--- src/rtl/snake_pkg.sv ---
// Shared encodings and defaults for the snake game controller.
// Holds state/direction enums, period defaults and the reversal helper.
package snake_pkg;

  typedef enum logic [1:0] {
    ST_IDLE = 2'b00,
    ST_PLAY = 2'b01,
    ST_WAIT = 2'b10,
    ST_OVER = 2'b11
  } state_e;

  typedef enum logic [1:0] {
    DIR_UP    = 2'b00,
    DIR_DOWN  = 2'b01,
    DIR_LEFT  = 2'b10,
    DIR_RIGHT = 2'b11
  } dir_e;

  localparam int INIT_PERIOD_DEF = 8;
  localparam int MIN_PERIOD_DEF  = 2;

  // up<->down and left<->right differ only in bit 0
  function automatic dir_e dir_opposite(dir_e d);
    return dir_e'({d[1], ~d[0]});
  endfunction

endpackage

--- src/rtl/btn_sync_edge.sv ---
// Two-flop synchroniser plus rising-edge detector for one raw button.
// Ports: clk, rst (async high), btn_i raw button, rise_o one-cycle edge.
module btn_sync_edge (
  input  logic clk,
  input  logic rst,
  input  logic btn_i,
  output logic rise_o
);

  logic s1_q;
  logic s2_q;
  logic prev_q;

  always_ff @(posedge clk or posedge rst) begin
    if (rst) begin
      s1_q   <= 1'b0;
      s2_q   <= 1'b0;
      prev_q <= 1'b0;
    end else begin
      s1_q   <= btn_i;
      s2_q   <= s1_q;
      prev_q <= s2_q;
    end
  end

  assign rise_o = s2_q & ~prev_q;

endmodule

--- src/rtl/snake_game_ctrl.sv ---
// Snake game control FSM: button handling, step pacing, score and speed.
// Ports: clk, reset, frame_start, up/down/left/right, move_done, collision,
// food_eaten in; move_tick, dir, grow, clear_req, game_state, score out.
module snake_game_ctrl
  import snake_pkg::*;
#(
  parameter int INIT_PERIOD = INIT_PERIOD_DEF,
  parameter int MIN_PERIOD  = MIN_PERIOD_DEF,
  parameter int SCORE_W     = 8
) (
  input  logic               clk,
  input  logic               reset,
  input  logic               frame_start,
  input  logic               up,
  input  logic               down,
  input  logic               left,
  input  logic               right,
  input  logic               move_done,
  input  logic               collision,
  input  logic               food_eaten,
  output logic               move_tick,
  output logic [1:0]         dir,
  output logic               grow,
  output logic               clear_req,
  output logic [1:0]         game_state,
  output logic [SCORE_W-1:0] score
);

  localparam int PW = $clog2(INIT_PERIOD + 1);

  logic [3:0] raw;
  logic [3:0] rise;
  logic       any_rise;

  assign raw      = {right, left, down, up};
  assign any_rise = |rise;

  for (genvar i = 0; i < 4; i++) begin : g_btn
    btn_sync_edge u_btn (
      .clk    (clk),
      .rst    (reset),
      .btn_i  (raw[i]),
      .rise_o (rise[i])
    );
  end

  state_e             state_q, state_d;
  dir_e               dir_q, dir_d;
  dir_e               pend_q, pend_d;
  logic [SCORE_W-1:0] score_q, score_d;
  logic [PW-1:0]      per_q, per_d;
  logic [PW-1:0]      cnt_q, cnt_d;
  logic               tick_q, tick_d;
  logic               grow_q, grow_d;
  logic               clr_q, clr_d;

  logic [SCORE_W-1:0] score_inc;
  dir_e               ref_dir;
  dir_e               cand;

  always_ff @(posedge clk or posedge reset) begin
    if (reset) begin
      state_q <= ST_IDLE;
      dir_q   <= DIR_RIGHT;
      pend_q  <= DIR_RIGHT;
      score_q <= '0;
      per_q   <= PW'(INIT_PERIOD);
      cnt_q   <= '0;
      tick_q  <= 1'b0;
      grow_q  <= 1'b0;
      clr_q   <= 1'b0;
    end else begin
      state_q <= state_d;
      dir_q   <= dir_d;
      pend_q  <= pend_d;
      score_q <= score_d;
      per_q   <= per_d;
      cnt_q   <= cnt_d;
      tick_q  <= tick_d;
      grow_q  <= grow_d;
      clr_q   <= clr_d;
    end
  end

  always_comb begin
    state_d   = state_q;
    dir_d     = dir_q;
    pend_d    = pend_q;
    score_d   = score_q;
    per_d     = per_q;
    cnt_d     = cnt_q;
    tick_d    = 1'b0;
    grow_d    = 1'b0;
    clr_d     = 1'b0;
    ref_dir   = dir_q;
    cand      = DIR_RIGHT;
    score_inc = (score_q == '1) ? score_q
                                : score_q + SCORE_W'(1);

    unique case (state_q)
      ST_IDLE: begin
        if (any_rise) begin
          clr_d   = 1'b1;
          score_d = '0;
          per_d   = PW'(INIT_PERIOD);
          cnt_d   = '0;
          state_d = ST_PLAY;
        end
      end
      ST_PLAY: begin
        if (frame_start) begin
          if (cnt_q == per_q - PW'(1)) begin
            tick_d  = 1'b1;
            dir_d   = pend_q;
            cnt_d   = '0;
            state_d = ST_WAIT;
          end else begin
            cnt_d = cnt_q + PW'(1);
          end
        end
      end
      ST_WAIT: begin
        cnt_d = '0;
        if (move_done) begin
          state_d = collision ? ST_OVER : ST_PLAY;
          if (!collision && food_eaten) begin
            grow_d  = 1'b1;
            score_d = score_inc;
            // speed up every fourth food, floored
            if (score_inc[1:0] == 2'b00 &&
                score_inc != '0 &&
                per_q > PW'(MIN_PERIOD))
              per_d = per_q - PW'(1);
          end
        end
      end
      ST_OVER: begin
        if (any_rise) state_d = ST_IDLE;
      end
      default: state_d = ST_IDLE;
    endcase

    // a press coinciding with a commit is judged
    // against the direction being committed
    if (tick_d) ref_dir = pend_q;

    priority case (1'b1)
      rise[0]: cand = DIR_UP;
      rise[1]: cand = DIR_DOWN;
      rise[2]: cand = DIR_LEFT;
      default: cand = DIR_RIGHT;
    endcase

    if (any_rise && state_q != ST_OVER &&
        cand != dir_opposite(ref_dir))
      pend_d = cand;
  end

  assign move_tick  = tick_q;
  assign dir        = dir_q;
  assign grow       = grow_q;
  assign clear_req  = clr_q;
  assign game_state = state_q;
  assign score      = score_q;

endmodule

--- config.mk ---
export PLATFORM = sky130hd
export DESIGN_NAME = snake_game_ctrl
export DESIGN_NICKNAME = d
export VERILOG_FILES = /design/src/rtl/snake_pkg.sv /design/src/rtl/btn_sync_edge.sv /design/src/rtl/snake_game_ctrl.sv
export SDC_FILE = /design/constraint.sdc
export NUM_CORES = 1
export LEC_CHECK = 0
export CAP_MARGIN = 20
export CORE_UTILIZATION = 49
export DETAILED_ROUTE_END_ITERATION = 10
export PLACE_DENSITY = 0.83
export SYNTH_ARGS = -nofsm -noshare
export SYNTH_HDL_FRONTEND = slang
export SYNTH_SLANG_ARGS = --single-unit
--- constraint.sdc ---
create_clock -name clk -period 2.1 [get_ports clk]
set_clock_uncertainty 0.05 [all_clocks]
set_input_delay 0.21 -clock clk [delete_from_list [all_inputs] [get_ports clk]]
set_output_delay 0.21 -clock clk [all_outputs]
set_load 0.01 [all_outputs]
======== Word level (Yosys, flattened, before mapping) ========
Index checks and enable logic that the tools add are counted.
storage, ports and cells
  logic and storage cells ................. 98
  output and inout port bits .............. 15
  flip-flop bits (word level) ............. 37
  input bits .............................. 10
operators by class
  equality and inequality tests ........... 14
  add/sub/neg operators ................... 3
  mux-type cells .......................... 33
  reductions and logical operators ........ 17
  $lt $le $gt $ge ......................... 1
  bitwise logic cells ..................... 9
operators with widths
  cell                                                           number
  2-to-1 mux 8 bit                                               4
  2-to-1 mux 4 bit                                               7
  2-to-1 mux 2 bit                                               9
  != test 2 bit, second input constant                           8
  case mux 8 bit (2 select lines)                                1
  case mux 4 bit (3 select lines)                                1
  AND reduction 5 bit                                            2
  2-to-1 mux 1 bit                                               9
  adder 8 x 1 -> 8 bit, second input constant                    1
  equality test 8 bit, second input constant                     1
  case mux 2 bit (4 select lines)                                1
  case mux 4 bit (2 select lines)                                1
  nonzero test 8 bit                                             1
  AND reduction 3 bit                                            2
  logical AND 1 bit                                              5
  NOT 1 bit                                                      5
  adder 4 x 1 -> 4 bit, second input constant                    1
  AND 1 bit                                                      4
  equality test 2 bit, second input constant                     2
  equality test 4 bit                                            1
  greater-than comparator 4 x 2 -> 1 bit, second input constant  1
  logical NOT 2 bit                                              2
  AND reduction 4 bit                                            1
  OR reduction 4 bit                                             1
  6 further kinds                                                6

======== Logic depth before layout (Yosys ltp) ========
  depth in word-level cells ............... 9
  mapped depth ............................ 8
  depth with buffers taken out ............ 8

======== Modules after synthesis ========
A second synthesis with hierarchy kept.
unflattened totals
  cells, all modules ...................... 197
  area total of the unflattened synthesis .. 2,000.7 um2
by module, submodules not included
  module           cells an instance  instances  area an instance (um2)
  snake_game_ctrl  177                1          1,630.3
  btn_sync_edge    5                  4          92.6

======== Worst setup path before layout ========
Ideal clock, no wire load.
  path type ............................... register -> register
  start point ............................. register per_q[0]
  end point ............................... register pend_q[0]
  required time ........................... 1,973 ps
  slack ................................... -116 ps
  arrival ................................. 2,089 ps
  stages on the path, launching flop included .. 9
  library setup time ...................... 77 ps
  clock period less this slack ............ 2,216 ps
  cell sequence ........................... dfrtp_1 -> inv_1 -> ha_1 -> xor2_1 -> nand4_1 -> o31a_1 -> or3_1 -> a22o_1 -> a31oi_1
between the ends
  cells in the longest elaborated chain, start to end .. 9
RTL lines
  item                           line                    RTL
  from (decl)                    snake_game_ctrl.sv:51   logic [PW-1:0] per_q, per_d;
  from (signal assigned)         snake_game_ctrl.sv:67   per_q <= PW'(INIT_PERIOD);
  from (signal assigned)         snake_game_ctrl.sv:77   per_q <= per_d;
  subtractor 4 x 1 -> 4 bit (*)  snake_game_ctrl.sv:112  if (cnt_q == per_q - PW'(1)) begin
  equality test 4 bit (*)        snake_game_ctrl.sv:112
  2-to-1 mux 1 bit (*)           snake_game_ctrl.sv:112
  2-to-1 mux 1 bit (*)           snake_game_ctrl.sv:111  if (frame_start) begin
  2-to-1 mux 1 bit (*)           snake_game_ctrl.sv:100  unique case (state_q)
  2-to-1 mux 2 bit (*)           snake_game_ctrl.sv:145  if (tick_d) ref_dir = pend_q;
  NOT 1 bit                      snake_pkg.sv:24         return dir_e'({d[1], ~d[0]});
  != test 2 bit (*)              snake_game_ctrl.sv:155  cand != dir_opposite(ref_dir))
  logical AND 1 bit (*)          snake_game_ctrl.sv:154  if (any_rise && state_q != ST_OVER &&
  to (signal assigned)           snake_game_ctrl.sv:75   pend_q <= pend_d;
  to (decl)                      snake_game_ctrl.sv:49   dir_e pend_q, pend_d;
Mark *: on every way between the ends. The rest lies on a longest branch, timed or not.
A chain may end at the register's enable or synchronous reset.

======== Worst setup path after layout ========
  start point ............................. register per_q[1]
  end point ............................... register pend_q[0]
Same word-level chain as after synthesis.

==> impl_results.md <==
* Top FF cell, synth: dfrtp_1
* Ys Warns at 0
* Met3 usage at 0.0423
* N_diodes at 0
* Final Wtd Congestion at 0.841
* DR pass1 iterations at 5
* # H-tree levels at 2
* Setup WS post-layout at -0.112 ns
* Initial core utilization at 0.519
* GRT busiest layer: met2
* DRC Markers at 0
* Internal Dissipation at 1.85 mW
* Nets at 259
* Drt initial violations at 211
* Vias in the first global route at 1585
* TritonCTS Buffers at 5
* Clock power share at 0.181
* Worst path arrival time at 2.37 ns
* Reg2reg setup slack at -0.11 ns
* Post-DRT Antenna Nets at 0
* Core Area at approximately 3700 um2
* Vias at ~1700
* Yosys cell types at 47
* Setup CP Type: flop to flop
* Flop pwr share at 0.348
* Max cap viols at 0
* First-pass GRT wire length at approximately 7000 um
* GR met1 Demand/Resource at 0.276
* Max VDD drop at 0.580 mV
* Inst Count DP at 280
* Sw frac at 0.374
* Final setup viols at 6
* Num ports at 25
* Reg-to-reg startpoint: per_q[1]
* Insertion delay to the later sink of the worst-skew pair at 0.28 ns
* Die Wd at 65.0 um
* Largest net degree at the start of global routing at 38
* CTS tree: done
* Mapped Cells at 201
* Clock Tree Buf Depth at 2
* P_sw at 1.10 mW
* Critical path required time at roughly 2.3 ns
* Antenna violations before repair at 0
* Hold WS at 0.273 ns
* Tightest Hold Check Type: input port to asynchronous set/reset pin
* Syn Area/Cell at 9.67 um2
* Total power draw at a little under 3 mW
* Failing checks: setup timing
* Max-slew violation count at 0
* Crit path capture type: flop
* Clk slew on worst S/H paths at 0.07 ns
* Status: complete, but fails checks
* Slew HR at 0.699
* Post-DP Area at 2350 um2
* Post-DP HPWL at 2980 um
* RSZ-0062 raised after global routing: yes
* Row cnt at 22
* CP Max Fanout at 3
* All-Layer GR Usage at 0.216
* Full die area at 4220 um2
* Vias per cell at 5.85
* Synthesized Nets at 215
* Slew @ Worst Pin at 0.452 ns
* Root Driver: clkbuf_8
* CP Launch Type: flop
* Share of post-route cells with drive strength above 1 at 0.244
* Ys async rst share at 1.00
* EDFF count, synth at 0
* IO buf count at 24
* Post-synth design cell area at 1940 um2
* Flop and latch count out of synthesis at 37
* Fraction of the yosys area taken by sequential cells at 0.479
* Fin crit share at 1.05
* Hold Vio Cnt, Final at 0
* Most common cell after layout, fill and taps aside: dfrtp_1
* Comb pwr share at 0.471
* Die Ht at 65.0 um
* Power Density at 1150 nW/um2
* Fin cells at between 200 and 300
* WL/cell at 15.2 um
* Filler instances at 302
* Clock Sinks at 37
* Leak pwr at 1.11 nW
* Most frequent cells in the layout: dfrtp_1, clkdlybuf4s50_1, buf_4
* Met2 Use GR at 0.345
* Crit path time final at 2.21 ns
* Grt ovf at 0
* CP Launch Point: per_q[1]
* Routed wire length at 4460 um
* Fmax at 452 MHz
* Setup_tns at -0.395 ns
* Area delta synth->final at 32.6%
* Design Area, Final at 2580 um2
==> layout make-up <==
| cell class | count | area [um2] | share of cell area |
|---|---|---|---|
| Multi-Input combinational cell | 147 | 1040 | 0.405 |
| Sequential cell | 37 | 937 | 0.363 |
| Timing Repair Buffer | 46 | 405 | 0.157 |
| Clock buffer | 7 | 96.3 | 0.0374 |
| Tap cell | 48 | 60.1 | 0.0233 |
| Inverter | 8 | 30.0 | 0.0116 |
| Clock inverter | 1 | 5.00 | 0.00194 |
==> cells in the mapped netlist, types with 2 or more instances <==
cell type | number | area share
and3_1 | 4 | 0.013
nand3_1 | 9 | 0.023
nand2_1 | 17 | 0.033
dfstp_2 | 5 | 0.068
and4_1 | 3 | 0.014
o31ai_1 | 5 | 0.019
a21oi_1 | 17 | 0.044
or2_2 | 2 | 0.0064
dfrtp_1 | 32 | 0.41
a41oi_1 | 3 | 0.014
clkbuf_1 | 8 | 0.015
nor2b_1 | 8 | 0.026
nand4_1 | 6 | 0.019
a22o_1 | 2 | 0.0090
nor4_1 | 2 | 0.0064
o22ai_1 | 2 | 0.0064
inv_1 | 8 | 0.015
ha_1 | 4 | 0.026
nand2b_1 | 4 | 0.013
nor2_1 | 10 | 0.019
nor3b_1 | 2 | 0.0077
nor3_1 | 3 | 0.0077
o21ai_0 | 10 | 0.026
xor2_1 | 5 | 0.023
mux2i_1 | 2 | 0.010
or3_1 | 2 | 0.0064
xnor2_1 | 4 | 0.018
a31oi_1 | 3 | 0.0097
==> state kept, by name, summed over array words and instances (netlist names) <==
register            flops
cnt_q                   4
clear_req               1
game_state              2
move_tick               1
per_q                   4
grow                    1
dir                     2
pend_q                  2
g_btn.u_btn.s2_q        4
g_btn.u_btn.prev_q      4
score                   8
g_btn.u_btn.s1_q        4
==> routing by layer <==
| layer | share of wire | wire length [um] |
|---|---|---|
| met5 | 0 | 0 |
| met2 | 0.50 | 2220 |
| met4 | 0.019 | 84 |
| met3 | 0.042 | 188 |
| met1 | 0.44 | 1970 |
==> power groups by stage <==
stage | Combinational (mW) | Sequential (mW) | Clock, mW
2_1_floorplan | 0.766 | 1.04 | 0
3_3_place_gp | 1.19 | 1.02 | 0
3_5_place_dp | 1.21 | 1.02 | 0
4_1_cts | 1.23 | 1.01 | 0.546
5_1_grt | 1.51 | 1.05 | 0.578
6_report | 1.39 | 1.03 | 0.535
==> metrics by stage <==
step                      utilization  setup slack (ns)
after floorplan                     -            0.0283
after global placement          0.628            0.0593
after detailed placement        0.628           -0.0267
after CTS                       0.656           -0.0585
after global routing            0.689            -0.211
final                           0.689            -0.112
==> repair_timing <==
action,4_1_cts,5_1_grt
resized for setup,1,17
pin swaps,0,15
hold buffers,0,0
endpoints found under the setup margin,4,9
setup buffers,0,6
==> critical path: stages, from the launching register on <==
cell     delay [ns]
dfrtp_1        0.37
inv_2          0.06
ha_4           0.28
xor2_2         0.17
nand4_1        0.16
o31a_1         0.32
or3_1          0.37
a22o_1         0.20
a31oi_1        0.14
==> logic make-up after synthesis <==
kind of cell | after synthesis | synth area share
AND/OR/NAND/NOR | 77 | 0.219
AO/OA/AOI/OAI | 54 | 0.182
flip-flops | 37 | 0.479
buffers and inverters | 17 | 0.0367
XOR/XNOR | 9 | 0.0405
adder cells (fa/ha/maj) | 4 | 0.0257
multiplexers | 3 | 0.0161
==> final timing paths <==
kind | to | depth (start not counted)
min in group clk | g_btn[0].u_btn.s2_q | 0
setup / recovery | pend_q[0] | 8
setup reg to reg | pend_q[0] | 8
hold reg to reg | g_btn[0].u_btn.s2_q | 0
max in group asynchronous | pend_q[0] | 3
hold / removal | g_btn[3].u_btn.s1_q | 3
Note: power is estimated with default switching activity, not from simulation.
